## config.mk

```make
export PLATFORM = sky130hd
export DESIGN_NAME = ex_stage_flat
export DESIGN_NICKNAME = d
export VERILOG_FILES = /design/src/rtl/ex_stage_if.sv /design/src/rtl/ex_stage.sv /design/src/flat_wrapper.sv
export SDC_FILE = /design/constraint.sdc
export NUM_CORES = 2
export LEC_CHECK = 0
export CAP_MARGIN = 20
export CORE_MARGIN = 4
export CORE_UTILIZATION = 60
export DETAILED_ROUTE_END_ITERATION = 8
export PLACE_DENSITY = 0.78
export SLEW_MARGIN = 20
export SYNTH_ARGS = -nofsm -noshare
export SYNTH_HDL_FRONTEND = slang
export SYNTH_SLANG_ARGS = --single-unit
```

## constraint.sdc

```tcl
create_clock -name clk -period 16.7 [get_ports clk]
set_clock_uncertainty 0.05 [all_clocks]
set_input_delay 3.34 -clock clk [delete_from_list [all_inputs] [get_ports clk]]
set_output_delay 3.34 -clock clk [all_outputs]
set_load 0.05 [all_outputs]
```

## src/rtl/ex_stage_if.sv

```systemverilog
// Handshake/operand bundle between decode and the execute stage.
// The decoder drives the *_i signals; the execute stage returns results and stallreq_o.
interface ex_stage_if;
    logic        valid_i;
    logic [7:0]  aluop_i;
    logic [2:0]  alusel_i;
    logic [31:0] reg1_i;
    logic [31:0] reg2_i;
    logic [4:0]  wd_i;
    logic        wreg_i;
    logic        valid_o;
    logic [4:0]  wd_o;
    logic        wreg_o;
    logic [31:0] wdata_o;
    logic        stallreq_o;

    // Handshake: an instruction retires on a rising edge where valid_i=1 and
    // stallreq_o=0; while stallreq_o=1 the decoder holds every *_i signal stable.
    // valid_o is a one-cycle pulse per retired instruction.
    modport master (
        output valid_i, aluop_i, alusel_i, reg1_i, reg2_i, wd_i, wreg_i,
        input  valid_o, wd_o, wreg_o, wdata_o, stallreq_o
    );
    modport slave (
        input  valid_i, aluop_i, alusel_i, reg1_i, reg2_i, wd_i, wreg_i,
        output valid_o, wd_o, wreg_o, wdata_o, stallreq_o
    );
endinterface

```

## src/rtl/ex_stage.sv

```systemverilog
// Execute stage: logic/arith/move ops, single-cycle MULTU into HI/LO and a
// 32-iteration restoring DIVU that stalls upstream while it runs.
module ex_stage (
    input  logic        clk,
    input  logic        rst,
    ex_stage_if.slave   bus,
    output logic [1:0]  dbg_state
);
    localparam logic [7:0] OP_NOP   = 8'h00;
    localparam logic [7:0] OP_AND   = 8'h24;
    localparam logic [7:0] OP_OR    = 8'h25;
    localparam logic [7:0] OP_XOR   = 8'h26;
    localparam logic [7:0] OP_NOR   = 8'h27;
    localparam logic [7:0] OP_ADDU  = 8'h21;
    localparam logic [7:0] OP_SUBU  = 8'h23;
    localparam logic [7:0] OP_SLTU  = 8'h2B;
    localparam logic [7:0] OP_MFHI  = 8'h10;
    localparam logic [7:0] OP_MFLO  = 8'h12;
    localparam logic [7:0] OP_MULTU = 8'h19;
    localparam logic [7:0] OP_DIVU  = 8'h1B;

    localparam logic [2:0] SEL_NOP    = 3'b000;
    localparam logic [2:0] SEL_LOGIC  = 3'b001;
    localparam logic [2:0] SEL_MOVE   = 3'b011;
    localparam logic [2:0] SEL_ARITH  = 3'b100;
    localparam logic [2:0] SEL_MULDIV = 3'b101;

    typedef enum logic [1:0] {S_IDLE = 2'd0, S_DIV = 2'd1, S_DONE = 2'd2} state_t;

    state_t      state, state_n;
    logic [31:0] hi, lo;
    logic [31:0] dvd_q, dvs, rem;
    logic [4:0]  cnt;
    logic        div_start, retire;

    logic [31:0] res;
    logic        res_wreg, hilo_we;
    logic [31:0] hi_n, lo_n;
    logic [63:0] prod;
    logic [32:0] trial, diff;
    logic [31:0] rem_step, q_step;

    assign div_start = bus.valid_i && (bus.aluop_i == OP_DIVU) && (bus.reg2_i != 32'd0);
    assign dbg_state = state;

    // FSM state register
    always_ff @(posedge clk) begin
        if (rst) state <= S_IDLE;
        else     state <= state_n;
    end

    // FSM next state
    always_comb begin
        state_n = state;
        case (state)
            S_IDLE:  if (div_start) state_n = S_DIV;
            S_DIV:   if (cnt == 5'd31) state_n = S_DONE;
            S_DONE:  state_n = S_IDLE;
            default: state_n = S_IDLE;
        endcase
    end

    // FSM outputs
    always_comb begin
        bus.stallreq_o = ((state == S_IDLE) && div_start) || (state == S_DIV);
        retire         = bus.valid_i && !bus.stallreq_o;
    end

    // One restoring step: shift the next dividend bit into the partial remainder.
    always_comb begin
        trial    = {rem, dvd_q[31]};
        diff     = trial - {1'b0, dvs};
        rem_step = diff[32] ? trial[31:0] : diff[31:0];
        q_step   = {dvd_q[30:0], ~diff[32]};
    end

    // Result selection for instructions retiring from IDLE.
    always_comb begin
        res      = 32'd0;
        res_wreg = bus.wreg_i;
        hilo_we  = 1'b0;
        hi_n     = hi;
        lo_n     = lo;
        prod     = bus.reg1_i * bus.reg2_i;
        case (bus.alusel_i)
            SEL_NOP: if (bus.aluop_i != OP_NOP) res_wreg = 1'b0;
            SEL_LOGIC: case (bus.aluop_i)
                OP_AND:  res = bus.reg1_i & bus.reg2_i;
                OP_OR:   res = bus.reg1_i | bus.reg2_i;
                OP_XOR:  res = bus.reg1_i ^ bus.reg2_i;
                OP_NOR:  res = ~(bus.reg1_i | bus.reg2_i);
                default: res_wreg = 1'b0;
            endcase
            SEL_ARITH: case (bus.aluop_i)
                OP_ADDU: res = bus.reg1_i + bus.reg2_i;
                OP_SUBU: res = bus.reg1_i - bus.reg2_i;
                OP_SLTU: res = {31'd0, bus.reg1_i < bus.reg2_i};
                default: res_wreg = 1'b0;
            endcase
            SEL_MOVE: case (bus.aluop_i)
                OP_MFHI: res = hi;
                OP_MFLO: res = lo;
                default: res_wreg = 1'b0;
            endcase
            SEL_MULDIV: begin
                res_wreg = 1'b0;
                case (bus.aluop_i)
                    OP_MULTU: begin
                        hilo_we = 1'b1;
                        hi_n    = prod[63:32];
                        lo_n    = prod[31:0];
                    end
                    // Only a zero divisor reaches here: nonzero DIVU stalls instead.
                    OP_DIVU: begin
                        hilo_we = 1'b1;
                        hi_n    = bus.reg1_i;
                        lo_n    = 32'hFFFF_FFFF;
                    end
                    default: ;
                endcase
            end
            default: res_wreg = 1'b0;
        endcase
    end

    // Datapath: output registers, HI/LO and divider working registers.
    always_ff @(posedge clk) begin
        if (rst) begin
            bus.valid_o <= 1'b0;
            bus.wreg_o  <= 1'b0;
            bus.wd_o    <= 5'd0;
            bus.wdata_o <= 32'd0;
            hi          <= 32'd0;
            lo          <= 32'd0;
            dvd_q       <= 32'd0;
            dvs         <= 32'd0;
            rem         <= 32'd0;
            cnt         <= 5'd0;
        end else begin
            if (retire) begin
                bus.valid_o <= 1'b1;
                bus.wd_o    <= bus.wd_i;
                // A DONE retire is the held DIVU: it never writes the regfile.
                bus.wreg_o  <= (state == S_DONE) ? 1'b0 : res_wreg;
                bus.wdata_o <= (state == S_DONE) ? 32'd0 : res;
                if ((state == S_IDLE) && hilo_we) begin
                    hi <= hi_n;
                    lo <= lo_n;
                end
            end else begin
                bus.valid_o <= 1'b0;
                bus.wreg_o  <= 1'b0;
            end

            if ((state == S_IDLE) && div_start) begin
                dvd_q <= bus.reg1_i;
                dvs   <= bus.reg2_i;
                rem   <= 32'd0;
                cnt   <= 5'd0;
            end else if (state == S_DIV) begin
                dvd_q <= q_step;
                rem   <= rem_step;
                cnt   <= cnt + 5'd1;
                if (cnt == 5'd31) begin
                    lo <= q_step;
                    hi <= rem_step;
                end
            end
        end
    end
endmodule

```

## src/flat_wrapper.sv

```systemverilog
// flat-port wrapper written by rule: the top's interface ports become plain ports
module ex_stage_flat 
  (clk, rst, dbg_state, bus_valid_i, bus_aluop_i, bus_alusel_i, bus_reg1_i, bus_reg2_i, bus_wd_i, bus_wreg_i, bus_valid_o, bus_wd_o, bus_wreg_o, bus_wdata_o, bus_stallreq_o);
  ex_stage_if bus_i ();
  input  logic clk;
  input  logic rst;
  output logic [1:0] dbg_state;
  input wire logic [$bits(bus_i.valid_i)-1:0] bus_valid_i;
  input wire logic [$bits(bus_i.aluop_i)-1:0] bus_aluop_i;
  input wire logic [$bits(bus_i.alusel_i)-1:0] bus_alusel_i;
  input wire logic [$bits(bus_i.reg1_i)-1:0] bus_reg1_i;
  input wire logic [$bits(bus_i.reg2_i)-1:0] bus_reg2_i;
  input wire logic [$bits(bus_i.wd_i)-1:0] bus_wd_i;
  input wire logic [$bits(bus_i.wreg_i)-1:0] bus_wreg_i;
  output wire logic [$bits(bus_i.valid_o)-1:0] bus_valid_o;
  output wire logic [$bits(bus_i.wd_o)-1:0] bus_wd_o;
  output wire logic [$bits(bus_i.wreg_o)-1:0] bus_wreg_o;
  output wire logic [$bits(bus_i.wdata_o)-1:0] bus_wdata_o;
  output wire logic [$bits(bus_i.stallreq_o)-1:0] bus_stallreq_o;
  assign bus_i.valid_i = bus_valid_i;
  assign bus_i.aluop_i = bus_aluop_i;
  assign bus_i.alusel_i = bus_alusel_i;
  assign bus_i.reg1_i = bus_reg1_i;
  assign bus_i.reg2_i = bus_reg2_i;
  assign bus_i.wd_i = bus_wd_i;
  assign bus_i.wreg_i = bus_wreg_i;
  assign bus_valid_o = bus_i.valid_o;
  assign bus_wd_o = bus_i.wd_o;
  assign bus_wreg_o = bus_i.wreg_o;
  assign bus_wdata_o = bus_i.wdata_o;
  assign bus_stallreq_o = bus_i.stallreq_o;
  ex_stage u_core (.clk(clk), .rst(rst), .bus(bus_i), .dbg_state(dbg_state));
endmodule
```

==> metrics.yaml <==
status: "finished, final reports clean"
cts_tree: "built"
cp-startpoint: "bus_reg1_i[17]"
cp.arrival_ps: 13160
antenna_found_initial: 6
drc_errors: 0
clock-sinks: 206
synth_nets: 7293
worst_path_dominant_cell_family: "adder cells"
grtUsageTotal: 0.443
final_common_cell: "inv_1"
dr.pass1.iters: 7
min_from: "u_core.bus.wdata_o[1]$_SDFFE_PP0P_"
crit_fanout: 19
required_ps: 17110
synth_edf_count: 0
synthDistinctLibCells: 104
layout_setup_ws_ps: 3950
io_buffers: 125
critPathBufInv: 7
min_to: "u_core.bus.wdata_o[1]$_SDFFE_PP0P_"
worstHoldPathCells: 2
fill_cells: 6722
core_mm2: 0.0793
synth_top_cell_by_area: "fa_1"
max-slew-margin-rel: 0.184
final_nets: 7183
netlist_area_mm2: 0.0482
cpMaxStageDelayCell: "clkinv_1"
yosysTopAreaCellShare: 0.373
post-place-ws_ps: 3820
startpoint_type: "input port"
worst_pin_slew_ps: 1220
die_x_um: 291
slew_violations: 0
multi_input_area_mm2: 0.0388
regArea_mm2: 0.00412
grt_pass1_vias: 45280
ctsResizeCount: 0
initialDrtViolationCount: 5252
cts_root_buffer: "clkbuf_16"
period_minus_slack_ps: 12750
max_stage_delay_ps: 970
vias: 44343
fin_crit_sh: 0.763
final_cell_mix: "inv_1 (998), fa_1 (899), nor2_1 (826), nand2_1 (695), ha_1 (393)"
wl_per_cell_um: 27.6
cts_buffer_depth: 3
rr_endpoint: "u_core.hi[25]$_SDFF_PP0_"
ys_ff_latch: 206
syn_inst: 5917
routed_wl_mm: 190
grt_overflow: 0
fp-row-count: 103
crit_cells: 27
die_area_mm2: 0.0849
grt_max_degree: 86
cpMostUsedCell: "fa_1"
yosysSeqAreaShare: 0.0856
ant_nets: 0
holdCritPathClass: "reg -> reg"
yosys_warnings: 0
h-tree-depth: 1
r2r_slack_ps: 12720
avgSynthCellArea_um2: 8.15
cts.reportedPaths.clkPinSlew_ps: 70
setup_viol: 0
synthFlopType: "dfxtp_1"
maxCapViolations: 0
hold_buffers: 0
grt_pass1_wl_mm: 282
fin_setup_tns_ps: 0
hold_violations: 0
postCtsSetupBuffers: 0
fmax_mhz: 78.4
clkLatencyLatePin_ps: 550
drive_above_1_share: 0.0402
rsz0062_at_grt: "false"
r2r-start: "u_core.dvs[0]$_SDFFE_PP0P_"
via_per_inst: 6.45
reg2reg_depth: 12
critical_path_class: "in -> reg"
place_congestion: 1.06
ios: 126
hpwl_mm: 143
fp.dieH_um: 291
area_growth_pct: 5.93
start_util: 0.608
crit_path_end_kind: "register"
synthArstFlopShare: 0
ys_top_cells_by_area: "fa_1 (37%), ha_1 (10%), dfxtp_1 (8.6%)"
numCtsBuffers: 22
metrics by stage:
stage          std cells  hold slack (ps)  area, um2   util
6_report            6877              400      51100  0.644
5_1_grt             6873              421      51100  0.644
4_1_cts             6872              403      51000  0.644
3_5_place_dp        6832              395      50300  0.634
3_3_place_gp        6830              387      50200  0.634
2_1_floorplan       5917              391      48200      -
registers in the layout, summed over array words and instances, names as in the netlist:
signal and flops:
u_core.bus.wdata_o 32, u_core.bus.wd_o 5, u_core.dbg_state 2, u_core.bus.valid_o 1, u_core.dvs 32, u_core.bus.wreg_o 1, u_core.dvd_q 32, u_core.lo 32
u_core.hi 32, u_core.rem 32, u_core.cnt 5
synth_stat cells (40+ instances only):
cell and count:
xnor2_1 64, a22oi_1 73, o21ai_0 183, dfxtp_1 206, a21oi_1 317, inv_1 999, clkbuf_1 306, ha_1 393
a21o_1 56, nand2_1 695, nor3_1 62, fa_1 899, buf_1 51, a211oi_1 57, nand3_1 40, nor2_1 831
layout make-up:
class / instances / area share
Tap cell: 1050 / 0.0257
Multi-Input combinational cell: 4308 / 0.760
Inverter: 1023 / 0.0752
Timing Repair Buffer: 246 / 0.0429
Clock inverter: 9 / 0.00225
Antenna cell: 4 / 0.000196
Clock buffer: 31 / 0.0126
Sequential cell: 206 / 0.0808
cell families after synthesis:
group | synth area share
muxes | 0.00857
DFF | 0.0856
buffers and inverters | 0.110
xor gates and xnor gates | 0.0184
AOI/OAI and AO/OA | 0.142
and+or+nand+nor | 0.160
adders and majority gates | 0.475
worst max-delay path by stage:
stage and to:
5_1_grt u_core.hi[23]$_SDFF_PP0_, 4_1_cts u_core.hi[23]$_SDFF_PP0_, 3_5_place_dp u_core.hi[23]$_SDFF_PP0_, 2_1_floorplan u_core.hi[23]$_SDFF_PP0_
3_3_place_gp u_core.hi[23]$_SDFF_PP0_, 6_report u_core.hi[23]$_SDFF_PP0_
tightest hold or removal path, cell delays in order (launching register included):
cell     delay (ps)
dfxtp_1         310
nand2_1          50
a21oi_1          50
metal layers:
layer | share of wire | vias up | global-route usage | wire, um
met5 | 0.00016 | - | 0 | 30
li1 | - | 18506 | - | -
met1 | 0.35 | 21954 | 0.551 | 66900
met2 | 0.43 | 3047 | 0.670 | 81400
met4 | 0.087 | 4 | 0.292 | 16500
met3 | 0.13 | 832 | 0.136 | 25100
Power is not shown: default switching activity piles up to over one toggle a cycle in this logic, so the estimate is an artifact.
